$ cat src/rtl/whack_pkg.sv
// Shared definitions for the whack-a-mole display path: game states, screen size, colours.
package whack_pkg;

  typedef enum logic [2:0] {
    ST_START    = 3'd0,
    ST_GAME     = 3'd1,
    ST_MOLE1    = 3'd2,
    ST_MOLE2    = 3'd3,
    ST_MOLE3    = 3'd4,
    ST_MOLE4    = 3'd5,
    ST_GAMEOVER = 3'd6,
    ST_INVALID  = 3'd7
  } game_state_e;

  typedef enum logic [1:0] {
    DR_IDLE,
    DR_SWEEP,
    DR_FLUSH,
    DR_FIN
  } draw_state_e;

  localparam int H_RES_DEF = 160;
  localparam int V_RES_DEF = 120;
  localparam logic [2:0] BLACK = 3'b000;

  // An invalid game state has no image, so it is painted black.
  function automatic logic [2:0] plot_colour(input logic [2:0] sel, input logic [2:0] rom_q);
    return (sel == ST_INVALID) ? BLACK : rom_q;
  endfunction

endpackage

$ cat src/rtl/pixel_delay_line.sv
// Valid-tagged shift register that carries pixel coordinates alongside the ROM read latency.
module pixel_delay_line #(
  parameter int LAT = 1,
  parameter int XW  = 8,
  parameter int YW  = 7
) (
  input  logic          clk_i,
  input  logic          rst_ni,
  input  logic          valid_i,
  input  logic [XW-1:0] x_i,
  input  logic [YW-1:0] y_i,
  output logic          valid_o,
  output logic [XW-1:0] x_o,
  output logic [YW-1:0] y_o
);

  localparam int W = 1 + XW + YW;

  logic [W-1:0] stage_q [LAT];

  always_ff @(posedge clk_i or negedge rst_ni) begin
    if (!rst_ni) begin
      for (int i = 0; i < LAT; i++) stage_q[i] <= '0;
    end else begin
      stage_q[0] <= {valid_i, x_i, y_i};
      for (int i = 1; i < LAT; i++) stage_q[i] <= stage_q[i-1];
    end
  end

  assign {valid_o, x_o, y_o} = stage_q[LAT-1];

endmodule

$ cat src/rtl/frame_draw_ctrl.sv
// Full-screen redraw sequencer: sweeps every pixel once per game-state change and feeds the VGA adapter.
//   state    | meaning
//   DR_IDLE  | waiting for pending or a game-state change
//   DR_SWEEP | issuing one ROM address per cycle in raster order
//   DR_FLUSH | draining the delay line after the last address
//   DR_FIN   | frame complete, done pulse follows
module frame_draw_ctrl import whack_pkg::*; #(
  parameter int H_RES   = H_RES_DEF,
  parameter int V_RES   = V_RES_DEF,
  parameter int ROM_LAT = 1,
  parameter int ADDR_W  = 15
) (
  input  logic              iClock,
  input  logic              iResetn,
  input  logic [2:0]        iState,
  input  logic [2:0]        iRomQ,
  output logic [2:0]        oRomSel,
  output logic [ADDR_W-1:0] oRomAddr,
  output logic [7:0]        oX,
  output logic [6:0]        oY,
  output logic [2:0]        oColour,
  output logic              oPlot,
  output logic              oBusy,
  output logic              oDone
);

  localparam logic [7:0] X_LAST     = 8'(H_RES - 1);
  localparam logic [6:0] Y_LAST     = 7'(V_RES - 1);
  localparam logic [1:0] FLUSH_LOAD = 2'(ROM_LAT - 1);

  draw_state_e       state_q, state_d;
  logic [7:0]        cx_q, cx_d;
  logic [6:0]        cy_q, cy_d;
  logic [ADDR_W-1:0] addr_q, addr_d;
  logic              pending_q, pending_d;
  logic [2:0]        last_q, last_d;
  logic [2:0]        sel_q, sel_d;
  logic              busy_q, busy_d;
  logic              done_q, done_d;
  logic [1:0]        flush_q, flush_d;

  logic              dl_valid;
  logic [7:0]        dl_x;
  logic [6:0]        dl_y;
  logic [7:0]        x_q;
  logic [6:0]        y_q;
  logic [2:0]        col_q;
  logic              plot_q;

  always_ff @(posedge iClock or negedge iResetn) begin
    if (!iResetn) begin
      state_q   <= DR_IDLE;
      cx_q      <= '0;
      cy_q      <= '0;
      addr_q    <= '0;
      pending_q <= 1'b1;
      last_q    <= '0;
      sel_q     <= '0;
      busy_q    <= 1'b0;
      done_q    <= 1'b0;
      flush_q   <= '0;
    end else begin
      state_q   <= state_d;
      cx_q      <= cx_d;
      cy_q      <= cy_d;
      addr_q    <= addr_d;
      pending_q <= pending_d;
      last_q    <= last_d;
      sel_q     <= sel_d;
      busy_q    <= busy_d;
      done_q    <= done_d;
      flush_q   <= flush_d;
    end
  end

  always_comb begin
    state_d   = state_q;
    cx_d      = cx_q;
    cy_d      = cy_q;
    addr_d    = addr_q;
    pending_d = pending_q;
    last_d    = last_q;
    sel_d     = sel_q;
    busy_d    = busy_q;
    done_d    = 1'b0;
    flush_d   = flush_q;
    // Any change during a frame (including FIN) is remembered; the frame itself is never aborted.
    if (iState != last_q) pending_d = 1'b1;
    case (state_q)
      DR_IDLE: begin
        if (pending_q || (iState != last_q)) begin
          last_d    = iState;
          sel_d     = iState;
          pending_d = 1'b0;
          cx_d      = '0;
          cy_d      = '0;
          addr_d    = '0;
          busy_d    = 1'b1;
          state_d   = DR_SWEEP;
        end
      end
      DR_SWEEP: begin
        if (cx_q == X_LAST) begin
          if (cy_q == Y_LAST) begin
            flush_d = FLUSH_LOAD;
            state_d = DR_FLUSH;
          end else begin
            cx_d   = '0;
            cy_d   = cy_q + 7'd1;
            addr_d = addr_q + ADDR_W'(1);
          end
        end else begin
          cx_d   = cx_q + 8'd1;
          addr_d = addr_q + ADDR_W'(1);
        end
      end
      DR_FLUSH: begin
        if (flush_q == 2'd0) state_d = DR_FIN;
        else                 flush_d = flush_q - 2'd1;
      end
      DR_FIN: begin
        done_d  = 1'b1;
        busy_d  = 1'b0;
        state_d = DR_IDLE;
      end
      default: state_d = DR_IDLE;
    endcase
  end

  pixel_delay_line #(
    .LAT (ROM_LAT),
    .XW  (8),
    .YW  (7)
  ) u_delay (
    .clk_i   (iClock),
    .rst_ni  (iResetn),
    .valid_i (state_q == DR_SWEEP),
    .x_i     (cx_q),
    .y_i     (cy_q),
    .valid_o (dl_valid),
    .x_o     (dl_x),
    .y_o     (dl_y)
  );

  // The delay line output and iRomQ refer to the same pixel, so one register stage keeps them aligned.
  always_ff @(posedge iClock or negedge iResetn) begin
    if (!iResetn) begin
      x_q    <= '0;
      y_q    <= '0;
      col_q  <= BLACK;
      plot_q <= 1'b0;
    end else begin
      plot_q <= dl_valid;
      if (dl_valid) begin
        x_q   <= dl_x;
        y_q   <= dl_y;
        col_q <= plot_colour(sel_q, iRomQ);
      end
    end
  end

  assign oRomSel  = sel_q;
  assign oRomAddr = addr_q;
  assign oX       = x_q;
  assign oY       = y_q;
  assign oColour  = col_q;
  assign oPlot    = plot_q;
  assign oBusy    = busy_q;
  assign oDone    = done_q;

endmodule

$ cat config.mk
export PLATFORM = sky130hd
export DESIGN_NAME = frame_draw_ctrl
export DESIGN_NICKNAME = d
export VERILOG_FILES = /design/src/rtl/whack_pkg.sv /design/src/rtl/pixel_delay_line.sv /design/src/rtl/frame_draw_ctrl.sv
export SDC_FILE = /design/constraint.sdc
export NUM_CORES = 1
export LEC_CHECK = 0
export ABC_AREA = 1
export BUFFER_PORTS_ARGS = -buffer_cell sky130_fd_sc_hd__buf_2
export CAP_MARGIN = 20
export CORE_MARGIN = 1.5
export CORE_UTILIZATION = 34
export CTS_BUF_LIST = sky130_fd_sc_hd__clkbuf_4 sky130_fd_sc_hd__clkbuf_8 sky130_fd_sc_hd__clkbuf_16
export CTS_CLUSTER_SIZE = 8
export DETAILED_ROUTE_END_ITERATION = 6
export PLACE_DENSITY_LB_ADDON = 0.25
export SLEW_MARGIN = 20
export SYNTH_ARGS = -nofsm -noshare
export SYNTH_HDL_FRONTEND = slang
export SYNTH_SLANG_ARGS = --single-unit
$ cat constraint.sdc
create_clock -name iClock -period 4 [get_ports iClock]
set_clock_uncertainty 0.1 [all_clocks]
set_input_delay 0.8 -clock iClock [delete_from_list [all_inputs] [get_ports iClock]]
set_output_delay 0.8 -clock iClock [all_outputs]
set_load 0.01 [all_outputs]
==> results.cfg, run 1 <==
[run_status]
outcome = complete, no violations

[die]
die_w_um = 107
num_rows = 37
ios = 47
fp.dieArea_um2 = 11300
initial_core_util_pct = 35.1
die_h_um = 107
core_um2 = 10400

[sta]
tightest_slew_ns = 0.931
final.min_clock_period_ns = 2.72
hold_violations = 0
whs_ns = 0.333
slew_viol_final = 0
setup_slack_ns = 1.28
relSlewSlack_pct = 37.9
fin_tns_setup_ns = 0
setup_viol = 0
period_share_pct = 67.9
rsz0062_at_grt = no
fmax_mhz = 368

[finish]
diodes = 0
areaGrowthSynthToFinish_pct = 15.3
nets = 478
multiInputGateArea_um2 = 1540
finalNonFillerCells = 603
drive_gt1_share_pct = 23.8
num-fill-cells = 1072
register_area_um2 = 1880

[clock_tree]
path_clk_slew_ns = 0.08
cts_tree = done
cts_buffer_depth = 2
holdBufCountCts = 0
cts_root_buf = clkbuf_8
cts_inserted_buffers = 9
cts_htree_levels = 3
clock_sinks = 75
cts_resized = 0
postCtsSetupRepairBufs = 0
clock_latency_ns = 0.35

[yosys]
synthMuxAreaShare_pct = 4.63
synth_area_leaders = dfrtp_1 51%, nand2_1 14%, mux2_2 4.6%
ys_seq_elements = 75
synth_top_family_by_area = simple AND/OR/NAND/NOR gates
yosysMostFrequentCell = nand2_1
synth-async-reset-ratio_pct = 100
ys.flop_type = dfrtp_1
synth-compound-area-share_pct = 3.60
yosys_warnings = 0
synth-xor-area-share_pct = 1.92
syn_area_um2 = 3640
synth_area_per_cell_um2 = 8.76
synth_common_cells = 137 x nand2_1, 74 x dfrtp_1, 36 x inv_1
synth_cell_types = 31
synth_top_area_share_pct = 50.8
ys_seq_area_share_pct = 51.5
syn-instance-count = 416
yosys.area_share.adder_pct = 2.75
synth-edff-count = 0
yosysTopAreaCell = dfrtp_1
synth-simple-area-share_pct = 29.5
synth.net_count = 432

[min_path]
hold_depth = 0
holdCritPathClass = reg2reg
worst_hold_startpoint = cy_q[1]
holdPathEnd = u_delay.stage_q[1]

[setup_path]
cp_slowest_stage_delay_ns = 0.61
path_max_fanout = 23
timing.rr.end = cx_q[1]
crit_path_end_kind = flip-flop
worstPathArrival_ns = 2.90
path_class = reg2reg
required_ns = 4.19
r2r-start = state_q[1]
reg2reg_depth = 8
path_cells = inv_1, ha_1, inv_2, nand2_1, nand4_4, o21ai_4, nand2_1, nand2_1
cpMostUsedCell = nand2_1
cp_slowest_cell = o21ai_4
crit_buf_inv = 2
start_kind = flip-flop
r2r_slack_ns = 1.28
critPathTopFamily = compound AO/OA/AOI/OAI gates

[global_routing]
grt_pass1_vias = 2753
grt_pass1_wl_mm = 12.5
grt-ovfl-total = 0
grt_max_degree = 76
grt.total_usage_pct = 13.7
antenna_found_initial = 0

[place]
place_ws_ns = 1.26
io_buffers = 46
dp_cells = 587
dp_hpwl_mm = 4.61
place_congestion = 0.816

[detailed_routing]
dr.pass1.iters = 4
ant_nets = 0
postRouteWirelength_mm = 6.85
vias = 2763
post_drt_wl_per_cell_um = 11.4
drt_iter0_markers = 61
via_per_inst = 4.58
drt_drc_violations_left = 0

[pwr]
irDropWorstVdd_mv = 0.154
p_total_mw = 1.45
p_per_area_nw_per_um2 = 345
p_leak_nw = 2.21

[flow_run]
max_cap_viol_count = 0
-- per-layer routing --
metal / wire, um / GRT usage [%] / vias up
met4: 89 / 4.86 / 0
met2: 3220 / 22.9 / 32
met5: 0 / 0 / -
met3: 256 / 4.05 / 10
li1: - / - / 1407
met1: 3290 / 16.8 / 1314
-- worst max path at each step --
| stage | cells after the start | from | to |
|---|---|---|---|
| after floorplan | 10 | iState[0] | oRomAddr[13] |
| after global placement | 8 | state_q[1] | oRomAddr[13] |
| after detailed placement | 8 | state_q[1] | oRomAddr[7] |
| after CTS | 8 | state_q[1] | cx_q[1] |
| after global routing | 8 | state_q[1] | cx_q[1] |
| final | 8 | state_q[1] | cx_q[1] |
-- where the power goes --
| part | internal (mW) | switching (mW) | leakage (nW) | total (mW) |
|---|---|---|---|---|
| Sequential | 0.761 | 0.00285 | 0.948 | 0.764 |
| Combinational | 0.00866 | 0.0246 | 1.15 | 0.0332 |
| Clock | 0.378 | 0.276 | 0.114 | 0.654 |
| Total | 1.15 | 0.303 | 2.21 | 1.45 |
-- worst reg2reg max path, cell delays in order (launching register included) --
cell and delay, ns:
dfrtp_1 0.41, inv_1 0.09, ha_1 0.57, inv_2 0.33
nand2_1 0.20, nand4_4 0.14, o21ai_4 0.61, nand2_1 0.11
nand2_1 0.10
-- placed cells by master (no fill, tap or decap), drive strengths merged --
cell type,n
nand4,10
a21oi,4
clkinvlp,1
dfstp,1
bufinv,2
xnor2,4
ha,8
clkbuf,11
nand3,28
nand3b,2
mux2,15
nor3b,1
buf,46
or2,5
inv,40
nand2,151
xor2,4
clkinv,1
nor2,39
o21ai,20
dfrtp,74
-- through the flow --
stage                     area, um2  util, %
after floorplan                3640        -
after global placement         3970     38.3
after detailed placement       3970     38.3
after CTS                      4200     40.5
after global routing           4200     40.5
final                          4200     40.5
-- layout make-up --
| class | instances | share of cell area, % |
|---|---|---|
| clock inverters | 5 | 2.03 |
| flip-flops and latches | 75 | 44.7 |
| multi-input cells | 291 | 36.7 |
| clock buffers | 11 | 3.45 |
| well taps | 136 | 4.05 |
| inverters | 39 | 3.48 |
| repair buffers | 46 | 5.54 |
-- flip-flops by register name (all words and copies together) (netlist names), 3 cells and up --
name and count:
oRomSel 3, u_delay.stage_q 16, oY 7, cx_q 8, oColour 3, oX 8, oRomAddr 15, cy_q 7
-- kinds of logic after synthesis --
group	count (synthesis)
AO/OA/AOI/OAI	24
adder cells (fa/ha/maj)	8
multiplexers	15
buffers and inverters	50
flip-flops	75
XOR/XNOR	8
AND/OR/NAND/NOR	236
(Power assumes the default switching activity.)
==> run 2, diff against run 1 <==
clock period = 2.6 ns   (was 4 ns; I/O delays follow)
==> run 2 against run 1 <==
The run now ends with negative hold slack left. Critical path depth unchanged. Combinational power up 67%. Clock-buffer cell count down 1. Register-to-register slack worse by 1.0 ns. Maximum frequency up 16%. Final area up 1.0%. Routed wire length up 4.6%. Worst hold slack worse by 0.34 ns. Via count up 1.5%.
==> results.cfg, run 2 (synthesis gave the netlist of run 1 again) <==
[run_status]
outcome = finished, violations left
violations = negative hold slack

[setup_path]
reg2reg_depth = 8
crit_end = oRomAddr[7]
crit_path_end_kind = flip-flop
required_ns = 2.79
worstPathArrival_ns = 2.52
r2r-start = state_q[1]
startpoint = state_q[1]
path_max_fanout = 20
r2r_slack_ns = 0.27
timing.rr.end = oRomAddr[7]
start_kind = flip-flop
path_class = reg2reg

[clock_tree]
cts_inserted_buffers = 9
clock_sinks = 75
cts_resized = 0
holdBufCountCts = 0
path_clk_slew_ns = 0.09
clock_latency_ns = 0.35
cts_buffer_depth = 2
postCtsSetupRepairBufs = 0
cts_root_buf = clkbuf_8
cts_htree_levels = 3
cts_tree = done

[die]
die_w_um = 107
die_h_um = 107
num_rows = 37
core_um2 = 10400
fp.dieArea_um2 = 11300
ios = 47
initial_core_util_pct = 35.1

[place]
place_ws_ns = 0.251
dp_hpwl_mm = 4.96
place_congestion = 0.783
io_buffers = 46

[sta]
fmax_mhz = 429
final.min_clock_period_ns = 2.33
relSlewSlack_pct = 44.8
setup_slack_ns = 0.267
setup_viol = 0
tightest_slew_ns = 0.828
slew_viol_final = 0
hold_violations = 2
rsz0062_at_grt = no
period_share_pct = 89.7
fin_tns_setup_ns = 0
whs_ns = -0.00302

[detailed_routing]
drt_drc_violations_left = 0
via_per_inst = 4.61
ant_nets = 0
wl_met3_um = 277
dr.pass1.iters = 6
wl_met2_mm = 3.49
maxUsedRoutingLayer = met4
vias = 2804
m1WireLength_mm = 3.36
post_drt_wl_per_cell_um = 11.8
postRouteWirelength_mm = 7.17
drt_iter0_markers = 73

[finish]
layout_commonest_cell = nand2_1
layout_common_cells = 137 x nand2_1, 74 x dfrtp_1, 45 x buf_2
diodes = 0
areaGrowthSynthToFinish_pct = 16.4
drive_gt1_share_pct = 24.6
nets = 483
largest-register = u_delay.stage_q
largest_reg_flops = 16

[global_routing]
antenna_found_initial = 0
grt_pass1_wl_mm = 12.8
grt_max_degree = 46
grt-ovfl-total = 0
grt.total_usage_pct = 14.1
grt_pass1_vias = 2795

[flow_run]
max_cap_viol_count = 0

[min_path]
holdCritPathClass = in2async

[pwr]
p_leak_nw = 2.22
p_per_area_nw_per_um2 = 511
irDropWorstVdd_mv = 0.255
==> run 2: per-stage QoR <==
| step | cell area, um2 | power [mW] | util (%) | hold WS, ns | instances |
|---|---|---|---|---|---|
| floorplan | 3640 | 1.21 | - | 0.124 | 416 |
| global placement | 4030 | 1.26 | 38.9 | 0.320 | 592 |
| detailed placement | 4030 | 1.26 | 38.9 | 0.322 | 592 |
| CTS | 4240 | 2.22 | 40.9 | 0.00359 | 608 |
| global route | 4240 | 2.28 | 40.9 | 0.00630 | 608 |
| finish | 4240 | 2.17 | 40.9 | -0.00302 | 608 |
==> run 2: routing by layer <==
layer	vias up	global-route usage [%]
met5	-	0
met4	0	3.43
met3	4	4.41
met2	36	24.2
met1	1350	17.1
li1	1414	-
==> run 2: how the worst min path moves through the flow <==
| stage | from | to |
|---|---|---|
| floorplan | iResetn | cx_q[0] |
| global placement | cy_q[3] | u_delay.stage_q[3] |
| detailed placement | cy_q[3] | u_delay.stage_q[3] |
| CTS | iResetn | oColour[1] |
| global route | iResetn | oColour[2] |
| finish | iResetn | oColour[2] |
==> run 2: critical path, stage by stage (launching register included) <==
cell and delay [ns]:
dfrtp_1 0.42, inv_1 0.09, ha_1 0.43, nand2_1 0.19, nand4_4 0.16, nor2_1 0.06
nor2_2 0.62, nand2_1 0.11, nand2_1 0.09
==> run 2: cell type report <==
cell class / instances / area [um2]
repair buffers: 51 / 295
clock inverters: 6 / 72.6
fillers: 1056 / 6130
multi-input cells: 291 / 1540
inverters: 39 / 146
well taps: 136 / 170
flip-flops and latches: 75 / 1880
clock buffers: 10 / 138
==> run 2: power breakdown <==
| part | internal [mW] | leakage [nW] | switching (mW) |
|---|---|---|---|
| Sequential | 1.17 | 0.948 | 0.00433 |
| Clock | 0.479 | 0.0971 | 0.458 |
| Combinational | 0.0165 | 1.18 | 0.0391 |
